--- src/rtl/mem_stage_lsu_pkg.sv ---
// Shared types, funct3/error codes and store-lane helpers
// for the MEM-stage load/store unit.
package mem_stage_lsu_pkg;

  localparam logic [2:0] F3_LB  = 3'd0;
  localparam logic [2:0] F3_LH  = 3'd1;
  localparam logic [2:0] F3_LW  = 3'd2;
  localparam logic [2:0] F3_LBU = 3'd4;
  localparam logic [2:0] F3_LHU = 3'd5;
  localparam logic [2:0] F3_SB  = 3'd0;
  localparam logic [2:0] F3_SH  = 3'd1;
  localparam logic [2:0] F3_SW  = 3'd2;

  localparam logic [1:0] LSU_ERR_MISALIGN = 2'd0;
  localparam logic [1:0] LSU_ERR_ILLEGAL  = 2'd1;
  localparam logic [1:0] LSU_ERR_TIMEOUT  = 2'd2;

  typedef enum logic {
    IDLE   = 1'b0,
    ACCESS = 1'b1
  } lsu_state_t;

  typedef struct packed {
    logic [31:0] addr;
    logic        we;
    logic        regwr;
    logic [3:0]  be;
    logic [31:0] wdata;
    logic [4:0]  rd;
    logic [2:0]  f3;
  } mem_req_t;

  function automatic logic [3:0] st_be(
    input logic [2:0] f3,
    input logic [1:0] off
  );
    case (f3)
      F3_SB:   st_be = 4'b0001 << off;
      F3_SH:   st_be = 4'b0011 << off;
      default: st_be = 4'b1111;
    endcase
  endfunction

  function automatic logic [31:0] st_wdata(
    input logic [2:0]  f3,
    input logic [31:0] d
  );
    case (f3)
      F3_SB:   st_wdata = {4{d[7:0]}};
      F3_SH:   st_wdata = {2{d[15:0]}};
      default: st_wdata = d;
    endcase
  endfunction

  // Load and store codes coincide for W (2) and H (1); HU is 5.
  function automatic logic misaligned(
    input logic [2:0] f3,
    input logic [1:0] off
  );
    case (f3)
      F3_LW:         misaligned = (off != 2'd0);
      F3_LH, F3_LHU: misaligned = off[0];
      default:       misaligned = 1'b0;
    endcase
  endfunction

  function automatic logic illegal_op(
    input logic       rd,
    input logic       wr,
    input logic [2:0] f3
  );
    illegal_op = (rd & wr)
               | (rd & ((f3 == 3'd3) | (f3 >= 3'd6)))
               | (wr & (f3 > 3'd2));
  endfunction

endpackage

--- src/rtl/mem_stage_lsu_load_align.sv ---
// Load lane select and sign/zero extension.
// Ports: i_rdata word, i_off byte offset, i_f3 width -> o_data.
module mem_stage_lsu_load_align
  import mem_stage_lsu_pkg::*;
(
  input  logic [31:0] i_rdata,
  input  logic [1:0]  i_off,
  input  logic [2:0]  i_f3,
  output logic [31:0] o_data
);

  logic [7:0]  w_b;
  logic [15:0] w_h;

  always_comb begin
    w_b = i_rdata[7:0];
    unique case (i_off)
      2'd0: w_b = i_rdata[7:0];
      2'd1: w_b = i_rdata[15:8];
      2'd2: w_b = i_rdata[23:16];
      2'd3: w_b = i_rdata[31:24];
    endcase
    w_h = i_off[1] ? i_rdata[31:16] : i_rdata[15:0];
  end

  always_comb begin
    case (i_f3)
      F3_LB:   o_data = {{24{w_b[7]}}, w_b};
      F3_LH:   o_data = {{16{w_h[15]}}, w_h};
      F3_LBU:  o_data = {24'd0, w_b};
      F3_LHU:  o_data = {16'd0, w_h};
      default: o_data = i_rdata;
    endcase
  end

endmodule

--- src/rtl/mem_stage_lsu.sv ---
// MEM-stage LSU + MEM/WB register: ex_* in, dmem req/ack port,
// wb_* out, stall_o while an access is outstanding, err_o/err_code.
module mem_stage_lsu
  import mem_stage_lsu_pkg::*;
#(
  parameter int MAX_WAIT = 16
) (
  input  logic        clk,
  input  logic        reset,
  input  logic        ex_valid,
  input  logic        ex_memRead,
  input  logic        ex_memWrite,
  input  logic        ex_regWrite,
  input  logic [2:0]  ex_funct3,
  input  logic [4:0]  ex_rd,
  input  logic [31:0] ex_alu_result,
  input  logic [31:0] ex_s_data,
  output logic        stall_o,
  output logic        dmem_req,
  output logic        dmem_we,
  output logic [31:0] dmem_addr,
  output logic [31:0] dmem_wdata,
  output logic [3:0]  dmem_be,
  input  logic        dmem_ack,
  input  logic [31:0] dmem_rdata,
  output logic        wb_valid,
  output logic        wb_regWrite,
  output logic        wb_memRead,
  output logic [4:0]  wb_rd,
  output logic [31:0] wb_data,
  output logic        err_o,
  output logic [1:0]  err_code
);

  localparam int CW = (MAX_WAIT > 1) ? $clog2(MAX_WAIT) : 1;
  localparam logic [CW-1:0] LAST = CW'(MAX_WAIT - 1);

  lsu_state_t      r_state;
  logic [CW-1:0]   r_wait;
  mem_req_t        r_req;

  logic            w_mem;
  logic            w_bad;
  logic            w_mis;
  logic            w_non;
  logic            w_ill;
  logic            w_mal;
  logic            w_go;
  logic [31:0]     w_ld;

  assign w_mem = ex_memRead | ex_memWrite;
  assign w_bad = illegal_op(ex_memRead, ex_memWrite, ex_funct3);
  assign w_mis = misaligned(ex_funct3, ex_alu_result[1:0]);

  // Mutually exclusive classes; illegal op outranks misalignment.
  assign w_non = ~w_mem;
  assign w_ill = w_mem & w_bad;
  assign w_mal = w_mem & ~w_bad & w_mis;
  assign w_go  = w_mem & ~w_bad & ~w_mis;

  mem_stage_lsu_load_align u_align (
    .i_rdata (dmem_rdata),
    .i_off   (r_req.addr[1:0]),
    .i_f3    (r_req.f3),
    .o_data  (w_ld)
  );

  assign stall_o    = (r_state == ACCESS);
  assign dmem_req   = (r_state == ACCESS);
  assign dmem_we    = r_req.we;
  assign dmem_addr  = {r_req.addr[31:2], 2'b00};
  assign dmem_wdata = r_req.wdata;
  assign dmem_be    = r_req.be;

  always_ff @(posedge clk or posedge reset) begin
    if (reset) begin
      r_state     <= IDLE;
      r_wait      <= '0;
      r_req       <= '0;
      wb_valid    <= 1'b0;
      wb_regWrite <= 1'b0;
      wb_memRead  <= 1'b0;
      wb_rd       <= '0;
      wb_data     <= '0;
      err_o       <= 1'b0;
      err_code    <= '0;
    end else begin
      err_o <= 1'b0;
      unique case (r_state)
        IDLE: begin
          wb_valid    <= ex_valid;
          wb_regWrite <= 1'b0;
          wb_memRead  <= 1'b0;
          wb_rd       <= ex_rd;
          wb_data     <= ex_alu_result;
          if (ex_valid) begin
            unique case (1'b1)
              w_non: wb_regWrite <= ex_regWrite;
              w_ill: begin
                err_o    <= 1'b1;
                err_code <= LSU_ERR_ILLEGAL;
              end
              w_mal: begin
                err_o    <= 1'b1;
                err_code <= LSU_ERR_MISALIGN;
              end
              w_go: begin
                wb_valid <= 1'b0;
                r_state  <= ACCESS;
                r_wait   <= '0;
                r_req    <= '{
                  addr:  ex_alu_result,
                  we:    ex_memWrite,
                  regwr: ex_regWrite,
                  be:    ex_memWrite
                         ? st_be(ex_funct3, ex_alu_result[1:0])
                         : 4'b1111,
                  wdata: ex_memWrite
                         ? st_wdata(ex_funct3, ex_s_data)
                         : 32'd0,
                  rd:    ex_rd,
                  f3:    ex_funct3
                };
              end
            endcase
          end
        end
        ACCESS: begin
          wb_valid <= 1'b0;
          if (dmem_ack) begin
            r_state     <= IDLE;
            wb_valid    <= 1'b1;
            wb_rd       <= r_req.rd;
            wb_regWrite <= r_req.regwr & ~r_req.we;
            wb_memRead  <= ~r_req.we;
            wb_data     <= r_req.we ? r_req.addr : w_ld;
          end else if (r_wait == LAST) begin
            r_state     <= IDLE;
            wb_valid    <= 1'b1;
            wb_regWrite <= 1'b0;
            wb_memRead  <= 1'b0;
            wb_rd       <= r_req.rd;
            err_o       <= 1'b1;
            err_code    <= LSU_ERR_TIMEOUT;
          end else begin
            r_wait <= r_wait + 1'b1;
          end
        end
      endcase
    end
  end

endmodule

--- config.mk ---
export PLATFORM = sky130hd
export DESIGN_NAME = mem_stage_lsu
export DESIGN_NICKNAME = d
export VERILOG_FILES = /design/src/rtl/mem_stage_lsu_pkg.sv /design/src/rtl/mem_stage_lsu_load_align.sv /design/src/rtl/mem_stage_lsu.sv
export SDC_FILE = /design/constraint.sdc
export NUM_CORES = 1
export LEC_CHECK = 0
export ABC_AREA = 0
export BUFFER_PORTS_ARGS = -buffer_cell sky130_fd_sc_hd__buf_2
export CAP_MARGIN = 20
export CORE_UTILIZATION = 44
export DETAILED_ROUTE_END_ITERATION = 16
export GPL_TIMING_DRIVEN = 0
export PLACE_DENSITY = 0.7
export SYNTH_ARGS = -nofsm -noshare
export SYNTH_HDL_FRONTEND = slang
export SYNTH_SLANG_ARGS = --single-unit
--- constraint.sdc ---
create_clock -name clk -period 5.4 [get_ports clk]
set_input_delay 0 -clock clk [delete_from_list [all_inputs] [get_ports clk]]
set_output_delay 0 -clock clk [all_outputs]
set_load 0.05 [all_outputs]
==> impl_metrics.py <==
metrics = {
    "route": {
        "wl_per_cell_um": 18.7,
        "routed.top_layer": "met5",
        "post_drt_via_cell_ratio": 5.47,
        "met2_length_um": 11100,
        "drt_iter0_drc": 565,
        "wirelength_um": 23900,
        "drc": 0,
        "vias": 6988,
        "drt_pass1_iterations": 5,
        "wl_met3_um": 1880,
        "final_antenna_net_count": 0,
        "wl_met1_um": 10100,
    },
    "worst_setup_path": {
        "cpMaxStageDelayCell": "clkbuf_1",
        "critPathKind": "flip-flop to flip-flop",
        "required_ps": 5760,
        "path_max_fanout": 10,
        "cpMostUsedCell": "clkbuf_1",
        "crit_arrival_ps": 3080,
        "reg2reg_setup_slack_ps": 2680,
        "cp.depth": 7,
        "cp_num_buf_inv": 5,
        "worstSetupStartpointType": "flip-flop",
        "endpoint": "wb_data[2]",
        "worst_path_largest_cell_delay_ps": 560,
        "startpoint": "dmem_req",
        "r2r_end": "wb_data[2]",
        "reg2reg_depth": 7,
        "cp-end-kind": "flip-flop",
        "r2r-start": "dmem_req",
        "crit_family": "buffers and inverters",
        "path_cells": "clkbuf_1 -> inv_1 -> clkbuf_1 -> clkbuf_1 -> a21oi_1 -> nand2_1 -> dlygate4sd3_1",
    },
    "synth": {
        "synthMuxAreaShare_pct": 15.9,
        "seq_area_frac_synth_pct": 43.5,
        "synth_top_family_by_area": "compound AO/OA/AOI/OAI gates",
        "async_flop_share_pct": 100,
        "synth_compound_area_share_pct": 17.5,
        "syn_area_um2": 7240,
        "synth-adder-area-share_pct": 0.173,
        "synth.avg_cell_area_um2": 10.0,
        "synth-seq-cells": 126,
        "yosys.area_share.xor_xnor_pct": 0.363,
        "syn_inst": 721,
        "ys_types": 52,
        "synth_simple_gate_area_share_pct": 9.97,
        "synth_edf_count": 0,
        "ys.flop_type": "dfrtp_1",
        "synth_warnings": 0,
    },
    "clocking": {
        "htree_levels": 4,
        "cts_setup_buffers": 0,
        "path_clk_slew_ps": 60,
        "ctsHoldBuffers": 89,
        "cts-root-buf": "clkbuf_16",
        "clk_latency_ps": 420,
        "cts-buffers-inserted": 17,
        "cts_resized": 0,
        "cts_tree": "built",
        "cts_buffer_depth": 2,
        "cts.sinks": 126,
    },
    "grt": {
        "antenna_found_initial": 1,
        "grt_max_degree": 70,
        "groute.usage.overall_pct": 28.3,
        "overflow": 0,
        "grt_pass1_vias": 6774,
        "grt_pass1_wl_um": 35800,
    },
    "placement": {
        "io_buffers": 217,
        "place_congestion": 0.896,
        "hpwl_um": 16500,
    },
    "timing": {
        "layout_worst_path_cycle_share_pct": 50.4,
        "rsz0062_at_grt": "false",
        "tns_ps": 0,
        "slew_headroom_pct": 54.3,
        "finalSetupViolCount": 0,
        "final_hold_viol_count": 0,
        "tightest_slew_ps": 682,
        "min_period_ps": 2720,
        "drv_slew": 0,
        "clock.fmax_mhz": 368,
        "finalClockSkew_ps": 7.64,
    },
    "cells_and_area": {
        "syn_to_final_growth_pct": 39.8,
        "mostFrequentLayoutCells": "buf_2, dfrtp_1, dlygate4sd3_1",
        "antenna-diode-count": 0,
        "fillCellCount": 1338,
        "layout_commonest_cell": "buf_2",
        "fin_nets": 1160,
        "layout-drive-gt1-share_pct": 36.2,
    },
    "floorplanning": {
        "io_pins": 225,
        "rows": 46,
        "die_area_um2": 17000,
        "die_w_um": 130,
        "die_y_um": 130,
        "core-area_um2": 16000,
        "initial_core_util_pct": 45.3,
    },
    "flow_run": {
        "maxCapViolCount": 0,
    },
    "pwr": {
        "ir_worst_vdd_mv": 0.275,
        "power_density_nw_per_um2": 456,
        "power_mw": 4.62,
        "cellLeakagePower_nw": 4.97,
    },
    "outcome": {
        "status": "finished, final reports clean",
    },
    "worst_hold_path": {
        "min_path_type": "primary input to flip-flop",
    },
}
-- layer usage --
| layer | vias up | track usage, % |
|---|---|---|
| li1 | 3176 | - |
| met1 | 3396 | 37.1 |
| met2 | 346 | 44.2 |
| met3 | 68 | 6.27 |
| met4 | 2 | 14.2 |
| met5 | - | 0 |
-- sequential cells by signal (all words and copies together), names as in the netlist --
| register | cells |
|---|---|
| dmem_be | 4 |
| dmem_req | 1 |
| wb_regWrite | 1 |
| dmem_we | 1 |
| wb_valid | 1 |
| wb_data | 32 |
| err_o | 1 |
| r_req | 11 |
| wb_memRead | 1 |
| dmem_addr | 30 |
| r_wait | 4 |
| err_code | 2 |
| wb_rd | 5 |
| dmem_wdata | 32 |
-- how the worst min path moves through the flow --
stage                startpoint  slack [ps]  depth (start not counted)              to
6_report          ex_s_data[18]          20                          4  dmem_wdata[18]
5_1_grt          dmem_rdata[31]          30                          3     wb_data[31]
2_1_floorplan  ex_alu_result[0]         120                          2      wb_data[0]
4_1_cts          dmem_rdata[27]           2                          3     wb_data[27]
3_5_place_dp              reset         100                          2        wb_rd[1]
3_3_place_gp   ex_alu_result[4]         230                          3      wb_data[4]
-- through the flow --
stage	utilization [%]	cells	area, um^2	setup WS (ps)	hold WS (ps)
2_1_floorplan	-	722	7250	2040	122
3_3_place_gp	53.8	1155	8600	412	232
3_5_place_dp	54.0	1156	8640	3230	104
4_1_cts	63.3	1277	10100	2730	1.90
5_1_grt	63.3	1277	10100	2510	26.6
6_report	63.3	1277	10100	2680	15.7
-- synthesized netlist by cell type (3+ instances only) --
cell type  count  area [um^2]
mux2i_1       47          470
inv_1         30          113
a22oi_1       23          173
nor2_1        17         63.8
nand2_1       62          233
nand3_1        9         45.0
mux2_1        13          146
nand2b_1       9         56.3
o211ai_1      18          135
nor3_1         3         15.0
buf_6          7         78.8
a211oi_1       3         22.5
o21ai_0       40          200
dfrtp_1      126         3150
mux2_2        30          338
buf_2          7         35.0
nor2b_1        5         31.3
o221ai_1       7         61.3
clkbuf_1      41          154
a222oi_1      16          160
nand3b_1      18          135
a21boi_0      16          120
mux2_4        13          195
buf_4         69          518
a21oi_1       51          255
nor3b_1        7         52.6
-- worst reg2reg max path, delay by kind of cell, from the launching register on --
kind            cells  cell delay, ps
compound gates      1             160
buf+inv             5            1980
flops               1             420
simple gates        1             100
-- cell families (layout without fill, tap and decap cells) --
group,Yosys count,in the layout
fa+ha+maj,1,1
other cells,1,2
compound gates,190,190
flops,126,126
xor+xnor,3,3
buf+inv,156,495
simple gates,141,141
mux,103,103
-- power by group --
| group | internal, mW | total, mW | switching (mW) | leakage [nW] |
|---|---|---|---|---|
| clock network | 0.744 | 1.18 | 0.436 | 0.291 |
| logic | 0.718 | 2.07 | 1.36 | 3.15 |
| registers | 1.19 | 1.37 | 0.178 | 1.53 |
-- final cells by class --
cell class,count,area (um^2),share of cell area [%]
timing repair buffer,307,2000,19.8
buffer,126,793,7.83
sequential,126,3150,31.1
clock buffer,20,457,4.51
clock inverter,12,143,1.41
inverter,30,118,1.16
tap,216,270,2.67
multi-input combinational,440,3190,31.5
(Power assumes the default switching activity.)
